### src/rtl/moore_pulse_driver.sv
// Pulse-train driver for the mod-4 Moore pulse counter: bursts of single-cycle pulses
// with a GAP-cycle spacing, plus a receiver-state mirror. Optional check: MOORE_PULSE_DRIVER_CHECK_EN.
module moore_pulse_driver #(
    parameter int CW  = 8,
    parameter int GAP = 1
) (
    input  logic          clock,
    input  logic          reset,
    input  logic          start,
    input  logic [CW-1:0] count_in,
    input  logic          abort,
    output logic          ready,
    output logic          busy,
    output logic          done,
    output logic          x_out,
    output logic [1:0]    mirror_state,
    output logic          y_expect,
    input  logic          y_in,
    output logic          mismatch
);

    typedef enum logic [1:0] {
        ST_IDLE  = 2'd0,
        ST_PULSE = 2'd1,
        ST_GAP   = 2'd2,
        ST_DONE  = 2'd3
    } state_t;

    localparam logic [3:0]    GAP_LOAD = 4'(GAP);
    localparam logic [CW-1:0] CNT_ONE  = CW'(1'b1);
    localparam logic [CW-1:0] CNT_ZERO = {CW{1'b0}};

    state_t        state_r, state_s;
    logic [CW-1:0] remaining_r, remaining_s;
    logic [3:0]    gap_cnt_r, gap_cnt_s;
    logic [1:0]    mirror_r, mirror_s;

    // State, counters and receiver mirror registers.
    always_ff @(posedge clock) begin
        if (reset) begin
            state_r     <= ST_IDLE;
            remaining_r <= CNT_ZERO;
            gap_cnt_r   <= 4'd0;
            mirror_r    <= 2'd0;
        end else begin
            state_r     <= state_s;
            remaining_r <= remaining_s;
            gap_cnt_r   <= gap_cnt_s;
            mirror_r    <= mirror_s;
        end
    end

    // Next-state logic; the mirror advances on every emitted pulse, including one cut short by abort.
    always_comb begin
        state_s     = state_r;
        remaining_s = remaining_r;
        gap_cnt_s   = gap_cnt_r;
        mirror_s    = mirror_r;
        case (state_r)
            ST_IDLE: begin
                if (start) begin
                    if (count_in != CNT_ZERO) begin
                        remaining_s = count_in;
                        state_s     = ST_PULSE;
                    end else begin
                        state_s = ST_DONE;
                    end
                end else begin
                    state_s = ST_IDLE;
                end
            end
            ST_PULSE: begin
                remaining_s = remaining_r - CNT_ONE;
                mirror_s    = mirror_r + 2'd1;
                if ((remaining_r == CNT_ONE) || abort) begin
                    state_s = ST_DONE;
                end else if (GAP_LOAD == 4'd0) begin
                    state_s = ST_PULSE;
                end else begin
                    state_s   = ST_GAP;
                    gap_cnt_s = GAP_LOAD;
                end
            end
            ST_GAP: begin
                if (abort) begin
                    state_s = ST_DONE;
                end else if (gap_cnt_r <= 4'd1) begin
                    state_s   = ST_PULSE;
                    gap_cnt_s = 4'd0;
                end else begin
                    gap_cnt_s = gap_cnt_r - 4'd1;
                end
            end
            ST_DONE: begin
                state_s = ST_IDLE;
            end
            default: begin
                state_s = ST_IDLE;
            end
        endcase
    end

    assign ready        = (state_r == ST_IDLE);
    assign busy         = (state_r == ST_PULSE) || (state_r == ST_GAP);
    assign done         = (state_r == ST_DONE);
    assign x_out        = (state_r == ST_PULSE);
    assign mirror_state = mirror_r;
    assign y_expect     = (mirror_r == 2'd3);

`ifdef MOORE_PULSE_DRIVER_CHECK_EN
    logic mismatch_r;

    // Sticky receiver-output compare; the receiver updates on the same edge as the mirror.
    always_ff @(posedge clock) begin
        if (reset) begin
            mismatch_r <= 1'b0;
        end else if (y_in != y_expect) begin
            mismatch_r <= 1'b1;
        end else begin
            mismatch_r <= mismatch_r;
        end
    end

    assign mismatch = mismatch_r;
`else
    logic unused_y_in;
    assign unused_y_in = y_in;
    assign mismatch    = 1'b0;
`endif

endmodule

### config.mk
export PLATFORM = sky130hd
export DESIGN_NAME = moore_pulse_driver
export DESIGN_NICKNAME = d
export VERILOG_FILES = /design/src/rtl/moore_pulse_driver.sv
export SDC_FILE = /design/constraint.sdc
export NUM_CORES = 1
export LEC_CHECK = 0
export BUFFER_PORTS_ARGS = -buffer_cell sky130_fd_sc_hd__buf_2
export CORE_MARGIN = 1.5
export CORE_UTILIZATION = 49
export CTS_CLUSTER_SIZE = 8
export DETAILED_ROUTE_END_ITERATION = 8
export PLACE_DENSITY = 0.74
export SYNTH_ARGS = -nofsm -noshare
export SYNTH_HDL_FRONTEND = slang
export SYNTH_SLANG_ARGS = --single-unit
### constraint.sdc
create_clock -name clock -period 1.58 [get_ports clock]
set_input_delay 0.316 -clock clock [delete_from_list [all_inputs] [get_ports clock]]
set_output_delay 0.316 -clock clock [all_outputs]
set_load 0.01 [all_outputs]
# After elaboration in Yosys (flattened, before gate mapping)
# Index checks and enable logic that the tools add are counted.
totals:
  regBits: 16
  input_bits: 13
  output_inout_bits: 8
  elab_cells: 39
op_classes:
  add_sub_neg: 3
  order_cmp: 1
  n_eq_ne: 10
  n_mux: 13
  reduce_logical: 8
op_table:
  columns: ["cell", "count"]
  rows:
  - ["$mux 8", 2]
  - ["$pmux 8 s2", 1]
  - ["$mux 4", 3]
  - ["$eq 8x1->1 const B", 1]
  - ["$mux 2", 4]
  - ["$pmux 2 s4", 1]
  - ["$pmux 4 s2", 1]
  - ["$reduce_bool 8->1", 1]
  - ["$sub 8x1->8 const B", 1]
  - ["$eq 2x2->1 const B", 3]
  - ["$ne 2x2->1 const B", 3]
  - ["$reduce_and 3->1", 2]
  - ["$le 4x1->1 const B", 1]
  - ["$reduce_bool 2->1", 2]
  - ["$sub 4x1->4 const B", 1]
  - ["$ne 3x3->1 const B", 1]
  - ["$add 2x1->2 const B", 1]
  - ["$eq 2x1->1 const B", 1]
  - ["$logic_not 2->1", 1]
  - ["$logic_or 1x1->1", 2]
  - ["$ne 2x1->1 const B", 1]
  - ["$mux 1", 1]

# Logic depth before layout (Yosys ltp)
# Gate-level depths: netlist of run 1.
depth:
  word_depth: 4
  ltp_mapped: 8
  depth_no_buf: 7

# Worst setup path after synthesis of run 1
# No wires, ideal clock.
synth_timing:
  path_kind: "reg2reg"
  start: "register state_r[1]"
  end: "register gap_cnt_r[3]"
  setup_time_ns: 0.129
  arrival_time_ns: 1.549
  required_time_ns: 1.451
  setup_slack_ns: -0.098
  path_stages_with_launch: 8
  n_path_buf: 0
  synth_period_minus_slack_ns: 1.678
  cell_sequence: "dfxtp_1 > inv_1 > ha_1 > nor4bb_1 > a211oi_2 > o21ai_0 > a21oi_1 > nor2_1"
synth_via:
  elab_chain_cells: 3
  elab_cells_between_ends: 7
  cone_classes: "4 x eq/ne; 1 x mux; 2 x reduce/logical"
synth_rtl:
  columns: ["item", "line_no", "text"]
  rows:
  - ["start: declaration", "33", "state_t state_r, state_s;"]
  - ["start signal: assignment", "46", "state_r <= state_s;"]
  - ["$eq 2x1->1 *", null, null]
  - ["via x_out", "15", "output logic x_out,"]
  - ["$ne 2x2->1 (no source line) / $reduce_bool 2->1 (equally long branches)", null, null]
  - ["$reduce_and 3->1 (no source line)", null, null]
  - ["end signal: assignment", "48", "gap_cnt_r <= gap_cnt_s;"]
  - ["end: declaration", "35", "logic [3:0] gap_cnt_r, gap_cnt_s;"]
# Mark *: on every way through the listed nets, which the timed path passes. The rest lies on a longest branch.
# A chain may end at the register's enable or synchronous reset.

# Worst setup path in the final report of run 1
layout_timing:
  start: "register gap_cnt_r[1]"
  end: "register state_r[0]"
layout_via:
  elab_chain_cells: 2
layout_rtl:
  columns: ["item", "line_no", "text"]
  rows:
  - ["$le 4x1->1", "87", "end else if (gap_cnt_r <= 4'd1) begin"]
  - ["$ne 3x3->1 (no source line)", null, null]
# No other way between the ends.

==> metrics, run 1 <==
status finished, final reports clean; Worst Hold Class input port to register; FP Rows 17; Fmax 635 MHz; Compound-Gate Fraction of Synth Area 20.8%; Die H 51.7 um; Simple-Gate Fraction of Synth Area 28.4%; IO Port Bufs 18; Critical Path Stages 7; pre-CTS WS -117 ps; DR iter-0 viols 14; Fillers 166; final setup violating endpoints 0; antenna violations before repair 0; Avg Cell Area, Syn 8.28 um^2; MaxCap Viol Count 0; Final Cycle Share 99.7%; Mapped Nets 163; Final Worst Setup Slack 4.24 ps; Primary FF master, synth dfxtp_1; nets 210; most common cell after layout, fill and taps aside buf_4; Leak 0.000707 uW; Crit Path Max Fanout 3; Final Max Tran Viols 0; P per Cell Area 667 nW/um^2; Netlist cell types 46; Synth Warn # 0; Final HPWL DP 2120 um; commonest cells after routing, fill and taps aside 25 x buf_4, 18 x buf_2, 15 x nor2_1, 10 x dfxtp_1, 7 x a21oi_1; WP data required 1790 ps; combinational family with the most area after synthesis simple AND/OR/NAND/NOR gates; synthesized instance count 140; antenna-violating nets left 0; Bufs on Longest Clock Path 2; critical path type register to register; total track usage 24.9%; Antenna Cells 0; Max H-tree Level 1; number of global-route vias before repair 1177; Buf/Inv on CP 1; DRC Markers 0; gpl congestion 0.821; Area Overhead vs Synth 47.9%; share of cells above drive strength 1 47.8%; post-synthesis instance area 1160 um^2; Detailed Route WL 3180 um; GRT overflow 0; register bit total from synthesis 16; I/O Pins 21; Core Box Area 2230 um^2; Multi-input gate area 932 um^2; post-synthesis xor/xnor area fraction 2.27%; Crit path max-delay family compound AO/OA/AOI/OAI gates; Final TNS setup 0 ps; Final Hold Vio Count 0; Die W 51.7 um; CP cell instances inv_2, ha_4, nor2_4, o31ai_4, or2_1, a311o_1, a31oi_1; root buf cell clkbuf_4; WL/cell 14.9 um; Period minus WS final 1580 ps; Initial DRT Pass Iterations 4; Sink Count 16; Clock transition at path regs 100 ps; final clock skew 3.56 ps; FF-to-FF path depth 7; worst endpoint data arrival time 1790 ps; vias after detailed routing 1209; Synth Area in Adders 10.8%; RSZ-0062 raised after global routing true; vias per cell 5.65; global-route wire length before repair 5020 um; register area share after synthesis 27.6%; hold buffer count at CTS 0; Worst VDD drop 646 uV; highest cell delay on the worst timing path 350 ps; EDFF count, synth 0; Worst-Skew Late Latency 290 ps; FF+latch area 335 um^2; Num CTS Buffers 3; die area 2670 um^2; Async SR Flop Fraction 0%; largest net degree at the start of global routing 20; CTS tree built; Crit-path slowest cell dfxtp_2; CP Launch Type register; hold depth 3; mux share of post-synthesis cell area 3.45%; Initial Utilization 51.9%; CP endpoint kind register
metrics by stage:
step / hold WS, ps / util, % / instances / cell area [um^2] / total power (uW)
2_1_floorplan: 450 / - / 140 / 1170 / 677
3_3_place_gp: 462 / 65.6 / 208 / 1470 / 788
3_5_place_dp: 487 / 65.6 / 208 / 1470 / 801
4_1_cts: 351 / 72.0 / 213 / 1610 / 1100
5_1_grt: 401 / 76.8 / 214 / 1720 / 1210
6_report: 396 / 76.8 / 214 / 1720 / 1140
cells by family (layout without fill, tap and decap cells):
kind of cell             after synthesis  count (layout)
buffers and inverters                 16              62
other                                  1               1
AO/OA/AOI/OAI                         35              35
XOR/XNOR                               3               3
flip-flops                            16              16
adder cells (fa/ha/maj)               10              10
AND/OR/NAND/NOR                       55              55
multiplexers                           4               4
power by group:
group	switching, uW	leakage [uW]	internal [uW]
Combinational	196	0.000552	207
Clock	134	0.0000210	140
Sequential	38.6	0.000134	427
Total	369	0.000707	775
final timing paths:
check,slack [ps],to,startpoint
worst max-delay path,4,state_r[0]$_SDFFE_PP0P_,gap_cnt_r[1]$_SDFFE_PP0P_
worst min-delay path,400,remaining_r[4]$_SDFFE_PP0P_,count_in[4]
worst max register to register,4,state_r[0]$_SDFFE_PP0P_,gap_cnt_r[1]$_SDFFE_PP0P_
worst min register to register,530,remaining_r[1]$_SDFFE_PP0P_,remaining_r[1]$_SDFFE_PP0P_
what timing repair did:
action                     CTS  global route
gates cloned                 0             0
setup endpoints to repair   13            13
buffers inserted             1             1
resized for setup           27            21
pin swaps                    5             6
final cells by class:
cell class	instances	share of cell area, %
clock buffer	4	2.12
inverter	10	2.48
multi-input combinational	108	54.3
sequential	16	19.5
tap	28	2.04
timing repair buffer	48	19.5
flip-flops by register name, indices dropped and copies added, names as in the netlist:
signal        cells
state_r           2
gap_cnt_r         4
remaining_r       8
mirror_state      2
cell usage after synthesis, types with 2 or more instances:
library cell / n / area [um^2]
o21ai_0: 4 / 20.0
inv_1: 10 / 37.5
dfxtp_1: 16 / 320
o21ai_1: 2 / 10.0
xnor2_1: 3 / 26.3
nor3b_1: 3 / 22.5
o31ai_1: 2 / 15.0
a21oi_1: 9 / 45.0
nand2_1: 5 / 18.8
a211oi_1: 4 / 30.0
nor3_1: 6 / 30.0
nor4_1: 3 / 18.8
nor2b_1: 6 / 37.5
buf_2: 2 / 10.0
ha_1: 10 / 125
buf_4: 3 / 22.5
nor2_1: 16 / 60.1
mux2i_1: 4 / 40.0
nand2b_1: 4 / 25.0
a22oi_1: 2 / 15.0
worst register-to-register path: cells and delay by family, from the launching register on:
| kind | cells | cell delay [ps] |
|---|---|---|
| AOI/OAI and AO/OA | 3 | 520 |
| and+or+nand+nor | 2 | 380 |
| DFF | 1 | 350 |
| adders and majority gates | 1 | 170 |
| buffers and inverters | 1 | 70 |
metal layers:
layer	vias to the layer above	part of all wire, %	track usage, %	routed length [um]
li1	589	-	-	-
met1	586	41	29.0	1290
met2	26	55	45.3	1750
met3	8	2.7	2.87	85
met4	0	1.7	11.4	55
met5	-	0	0	0
(Power assumes the default switching activity.)
==> run 2, diff against run 1 <==
==> constraint.sdc (replaced) <==
create_clock -name clock -period 1.58 [get_ports clock]
set_input_delay 0.158 -clock clock [delete_from_list [all_inputs] [get_ports clock]]
set_output_delay 0.158 -clock clock [all_outputs]
set_load 0.01 [all_outputs]
==> run 2 against run 1 <==
Against the previous run:
- routed wire length is 13% higher
- sequential power hardly changed
- critical path depth stayed put
- die area stayed put
- non-clock buffer count is 2 higher
- final area is 1.5% higher
- via count is 3.5% higher
- combinational power is 3% higher
- worst setup slack better by 22 ps
- clock skew is 0.77 ps higher
- utilization is 1.2 points higher
- critical endpoint is now gap_cnt_r[3]$_SDFFE_PP0P_
- largest cell class unchanged
- highest routed layer unchanged
==> metrics, run 2 (synthesis results as in run 1) <==
Bufs on Longest Clock Path 2 (unchanged); most common cell after layout, fill and taps aside buf_4; Worst-Skew Late Latency 300 ps (about the same); biggest regs remaining_r (8), gap_cnt_r (4); status finished, final reports clean; antenna-violating nets left 0 (unchanged); Reg power frac 40.0% (-0.7 points); Die H 51.7 um (unchanged); P_sw 387 uW (+4.8%); Final Cycle Share 98.3% (-1.4 points); WP data required 1770 ps (-20 ps); Die W 51.7 um (unchanged); worst endpoint data arrival time 1750 ps (-40 ps); IO Port Bufs 18 (unchanged); hold buffer count at CTS 0 (unchanged); Detailed Route WL 3600 um (+13%); Multi-input gate area 948 um^2 (+1.7%); Initial Utilization 51.9% (unchanged); Area Overhead vs Synth 50.2%; Antenna Cells 0 (unchanged); MaxCap Viol Count 0 (unchanged); vias after detailed routing 1251 (+3.5%); Final Hold Vio Count 0 (unchanged); Clock transition at path regs 100 ps (about the same); RSZ-0062 raised after global routing true; Fmax 644 MHz (+1.4%); I/O Pins 21 (unchanged); CTS tree built; total track usage 25.2% (+0.26 points); commonest cells after routing, fill and taps aside 28 x buf_4, 18 x buf_2, 14 x nor2_1, 10 x dfxtp_1, 7 x a21oi_1; switching share of power 33.2% (+0.96 points); hold depth 3 (unchanged); number of global-route vias before repair 1171 (-0.51%); final clock skew 4.33 ps (+0.772 ps); Max H-tree Level 1 (unchanged); Sink Count 16 (unchanged); CP endpoint kind register; share of cells above drive strength 1 49.5% (+1.6 points); DR iter-0 viols 30 (+16); Leak 0.000721 uW (+1.9%); die area 2670 um^2 (unchanged); GRT overflow 0 (unchanged); Worst Hold Class input port to register; Period minus WS final 1550 ps (-22.4 ps); Crit Path Max Fanout 5 (+2); critical path type register to register; fin cells 216 (+0.93%); largest net degree at the start of global routing 20 (unchanged); P per Cell Area 669 nW/um^2 (+0.27%); WL/cell 16.7 um (+12%); antenna violations before repair 0 (unchanged); Min Hold Slack 199 ps (-197 ps); root buf cell clkbuf_4; DRC Markers 0 (unchanged); Cell Int Power 778 uW (+0.37%); Clk pwr share 24.5% (+0.5 points); placed cells 203 (-2.4%); CP Launch Type register; FF+latch area 330 um^2 (-1.5%); FF-to-FF path depth 7 (unchanged); number of flip-flops under the largest register name 8 (unchanged); Core Box Area 2230 um^2 (unchanged); post-route cell area 1740 um^2 (+1.5%); Initial DRT Pass Iterations 4 (unchanged); gpl congestion 0.834 (+1.7%); nets 212 (+0.95%); Final HPWL DP 2180 um (+2.8%); Comb pwr share 35.5% (+0.2 points); Num CTS Buffers 3 (unchanged); FP Rows 17 (unchanged); Post-DP Area 1430 um^2 (-2.6%); Worst VDD drop 410 uV (-36%); final setup violating endpoints 0 (unchanged); Fillers 147 (-11%); Biggest register remaining_r; Final Max Tran Viols 0 (unchanged); global-route wire length before repair 5080 um (+1.2%); vias per cell 5.79 (+2.5%)
run 2: cell types whose count changed in the layout (fill, tap and decap cells not counted), moves of 2 or more:
cell,previous run,this run
buf_6,5,3
dfxtp_2,3,5
buf_4,25,28
nor3_1,6,4
dfxtp_4,3,1
run 2: layout make-up:
type                       count  share of cell area, %
inverter                      10                   2.44
timing repair buffer          50                   20.0
tap                           28                   2.01
clock buffer                   4                   2.08
multi-input combinational    108                   54.5
sequential                    16                   19.0
run 2: power groups by stage:
| stage | sequential (uW) | clock (uW) | combinational (uW) |
|---|---|---|---|
| after floorplan | 466 | 0 | 210 |
| after global placement | 462 | 0 | 311 |
| after detailed placement | 464 | 0 | 325 |
| after CTS | 459 | 289 | 359 |
| after global routing | 470 | 309 | 444 |
| final | 465 | 286 | 414 |
run 2: critical path, cell delays in order (launching register included):
cell and delay (ps):
dfxtp_2 340, inv_2 70, ha_2 180, nor4bb_4 330
a211oi_4 140, and4bb_1 210, a21oi_1 120, nor2_1 50
run 2: timing repair:
action	4_1_cts	5_1_grt
pin swaps	5	11
endpoints found under the setup margin	11	14
endpoints found under the hold margin	0	0
gates resized for setup	25	25
setup buffers	6	4
run 2: per-layer routing:
| layer | global-route usage [%] | part of all wire, % | up-vias |
|---|---|---|---|
| li1 | - | - | 592 |
| met1 | 27.8 | 39 | 605 |
| met2 | 48.5 | 55 | 46 |
| met3 | 4.60 | 4.6 | 8 |
| met4 | 7.02 | 1.7 | 0 |
| met5 | 0 | 0 | - |
run 2: per-stage QoR:
stage,util (%),power [uW],worst slack (ps),TNS (ps)
after global routing,78.0,1220,-45.8,-228
final,78.0,1160,26.7,0
after global placement,63.9,772,-0.863,-0.863
after detailed placement,63.9,789,-79.6,-370
after CTS,71.7,1110,-2.38,-2.38
after floorplan,-,677,-1.56,-1.56
run 2: path summary, 6_finish.rpt:
path | start | to | slack [ps]
min | start | state_r[0]$_SDFFE_PP0P_ | 200
max reg2reg | remaining_r[1]$_SDFFE_PP0P_ | gap_cnt_r[3]$_SDFFE_PP0P_ | 30
min reg2reg | remaining_r[1]$_SDFFE_PP0P_ | remaining_r[1]$_SDFFE_PP0P_ | 520
max | remaining_r[1]$_SDFFE_PP0P_ | gap_cnt_r[3]$_SDFFE_PP0P_ | 30
==> run 3, diff against run 2 <==
--- a/config.mk
+++ b/config.mk
@@ -6,11 +6,10 @@
 export NUM_CORES = 1
 export LEC_CHECK = 0
 export BUFFER_PORTS_ARGS = -buffer_cell sky130_fd_sc_hd__buf_2
-export CORE_MARGIN = 1.5
-export CORE_UTILIZATION = 49
+export CORE_UTILIZATION = 50
 export CTS_CLUSTER_SIZE = 8
 export DETAILED_ROUTE_END_ITERATION = 8
-export PLACE_DENSITY = 0.74
+export PLACE_DENSITY_LB_ADDON = 0.15
 export SYNTH_ARGS = -nofsm -noshare
 export SYNTH_HDL_FRONTEND = slang
 export SYNTH_SLANG_ARGS = --single-unit
==> constraint.sdc (replaced) <==
create_clock -name clock -period 1.5 [get_ports clock]
set_input_delay 0.15 -clock clock [delete_from_list [all_inputs] [get_ports clock]]
set_output_delay 0.15 -clock clock [all_outputs]
set_load 0.01 [all_outputs]
==> run 3 against run 2 <==
Against the previous run:
- the flow now finishes with violations (negative setup slack)
- non-clock buffer count is the same
- routed wire length down 15%
- highest routed layer unchanged
- largest cell class unchanged
- total power increased by 6.1%
==> metrics, run 3 (synthesis results as in run 1) <==
Core Box Area 2190 um^2 (-1.9%); most common cell after layout, fill and taps aside buf_4; final clock skew 14.4 ps (+10.1 ps); FP Rows 17 (unchanged); Area Overhead vs Synth 50.8%; Detailed Route WL 3050 um (-15%); Worst Hold Class input port to register; Initial Utilization 52.9% (+1.0 points); worst endpoint data arrival time 1770 ps (+20 ps); Crit path max-delay family simple AND/OR/NAND/NOR gates; share of cells above drive strength 1 51.1% (+1.6 points); P per Cell Area 706 nW/um^2 (+5.6%); Final Max Tran Viols 0 (unchanged); Critical Path Stages 7 (unchanged); number of flip-flops under the largest register name 8 (unchanged); biggest regs remaining_r (8), gap_cnt_r (4); WL/cell 14.1 um (-15%); Max H-tree Level 1 (unchanged); commonest cells after routing, fill and taps aside 26 x buf_4, 18 x buf_2, 13 x nor2_1, 10 x dfxtp_1, 7 x ha_4; CTS tree built; Antenna Cells 0 (unchanged); launch point of the worst path state_r[0]$_SDFFE_PP0P_; Clk pwr share 24.0% (-0.5 points); R2R Path Start state_r[0]$_SDFFE_PP0P_; Final Hold Vio Count 0 (unchanged); total track usage 26.0% (+0.85 points); gpl congestion 0.852 (+2.2%); Crit-path slowest cell or4b_1; DR iter-0 viols 26 (-13%); largest net degree at the start of global routing 14 (-30%); CP cell instances inv_4, ha_4, nand2_4, buf_6, or4b_1, o41a_1, o21ai_1; Comb pwr share 36.8% (+1.3 points); post-layout util 79.8% (+1.9 points); Reg power frac 39.2% (-0.8 points); status complete, but fails checks; root buf cell clkbuf_4; GRT overflow 0 (unchanged); Cell Int Power 839 uW (+7.8%); switching share of power 32.1% (-1.1 points); CP Launch Type register; fin cells 216 (unchanged); antenna-violating nets left 0 (unchanged); Leak 0.000719 uW (-0.26%); Crit Path Max Fanout 4 (-1); Worst Max-Slew Pin Slew 542 ps; Critical Path Sink remaining_r[7]$_SDFFE_PP0P_; P_sw 397 uW (+2.5%); Bufs on Longest Clock Path 2 (unchanged); CP endpoint kind register; MaxCap Viol Count 0 (unchanged); Initial DRT Pass Iterations 5 (+1); Final HPWL DP 2160 um (-0.72%); reg2reg setup slack -50 ps (-80 ps); vias after detailed routing 1172 (-6.3%); Min Hold Slack 98.4 ps (-101 ps); IO Port Bufs 18 (unchanged); die area 2520 um^2 (-5.7%); Num CTS Buffers 3 (unchanged); final setup violating endpoints 5 (+5); Clock transition at path regs 110 ps (about the same); vias per cell 5.43 (-6.3%); Die W 50.2 um (-2.9%); Pwr Total 1240 uW (+6.1%); Worst-Skew Late Latency 300 ps (about the same); I/O Pins 21 (unchanged); highest cell delay on the worst timing path 470 ps (+130 ps); Die H 50.2 um (-2.9%); hold buffer count at CTS 0 (unchanged); Buf/Inv on CP 2 (+1); Final Worst Setup Slack -50.7 ps (-77.4 ps); RSZ-0062 raised after global routing true; Worst VDD drop 440 uV (+7.4%); failing checks negative setup slack; critical path type register to register; WP data required 1720 ps (-50 ps); FF-to-FF path depth 7 (unchanged); number of global-route vias before repair 1100 (-6.1%); R2R Path End remaining_r[7]$_SDFFE_PP0P_; global-route wire length before repair 4940 um (-2.7%); Fmax 645 MHz (+0.17%); Sink Count 16 (unchanged); placed cells 212 (+4.4%); Biggest register remaining_r; DRC Markers 0 (unchanged); Period minus WS final 1550 ps (-2.59 ps); antenna violations before repair 0 (unchanged); Max-slew headroom 63.5%; Hold Crit Start reset; Final Cycle Share 103% (+5.1 points); nets 212 (unchanged)
==> run 3: cell count changes in the layout (fill, tap and decap cells not counted), moves of 2 or more <==
cell / delta
a211oi_2: +2
a21oi_2: +2
buf_4: -2
buf_6: +3
dfxtp_2: -2
dfxtp_4: +2
ha_4: +2
nor2_2: +2
==> run 3: metal layers <==
metal  vias to the layer above  wire length [um]  GRT usage, %  share of wire [%]
met5                         -                 0             0                  0
met3                         4                77          4.55                2.5
met1                       550              1390          31.6                 46
met2                        21              1540          45.6                 51
li1                        597                 -             -                  -
met4                         0                35          9.05                1.1
==> run 3: worst min path at each step <==
stage                                              to  slack, ps  cells after the start
final                     remaining_r[5]$_SDFFE_PP0P_        100                      2
after global routing      remaining_r[5]$_SDFFE_PP0P_        100                      2
after CTS                 remaining_r[5]$_SDFFE_PP0P_         90                      2
after detailed placement  remaining_r[5]$_SDFFE_PP0P_        420                      2
after global placement    remaining_r[5]$_SDFFE_PP0P_        410                      2
after floorplan               state_r[0]$_SDFFE_PP0P_        320                      2
==> run 3: repair_timing <==
item,CTS,global route
buffers inserted,1,0
pin swaps,5,5
setup endpoints to repair,12,12
resized for setup,22,18
==> run 3: layout make-up <==
class / instances / area, um^2
inverter: 10 / 42.5
multi-input combinational: 108 / 947
timing repair buffer: 50 / 353
sequential: 16 / 335
fill: 156 / 442
clock buffer: 4 / 36.3
tap: 28 / 35.0
==> run 3: power by group through the flow <==
stage | logic, uW | registers (uW) | clock network (uW)
floorplan | 233 | 494 | 0
global placement | 376 | 487 | 0
detailed placement | 388 | 489 | 0
CTS | 423 | 485 | 308
global route | 492 | 487 | 327
finish | 455 | 484 | 296
==> run 3: stage by stage <==
| step | cell area [um^2] | worst slack (ps) | TNS, ps |
|---|---|---|---|
| 2_1_floorplan | 1220 | -21.5 | -43.1 |
| 3_3_place_gp | 1550 | -57.0 | -254 |
| 3_5_place_dp | 1550 | -107 | -580 |
| 4_1_cts | 1680 | -62.6 | -162 |
| 5_1_grt | 1750 | -100 | -512 |
| 6_report | 1750 | -50.7 | -126 |
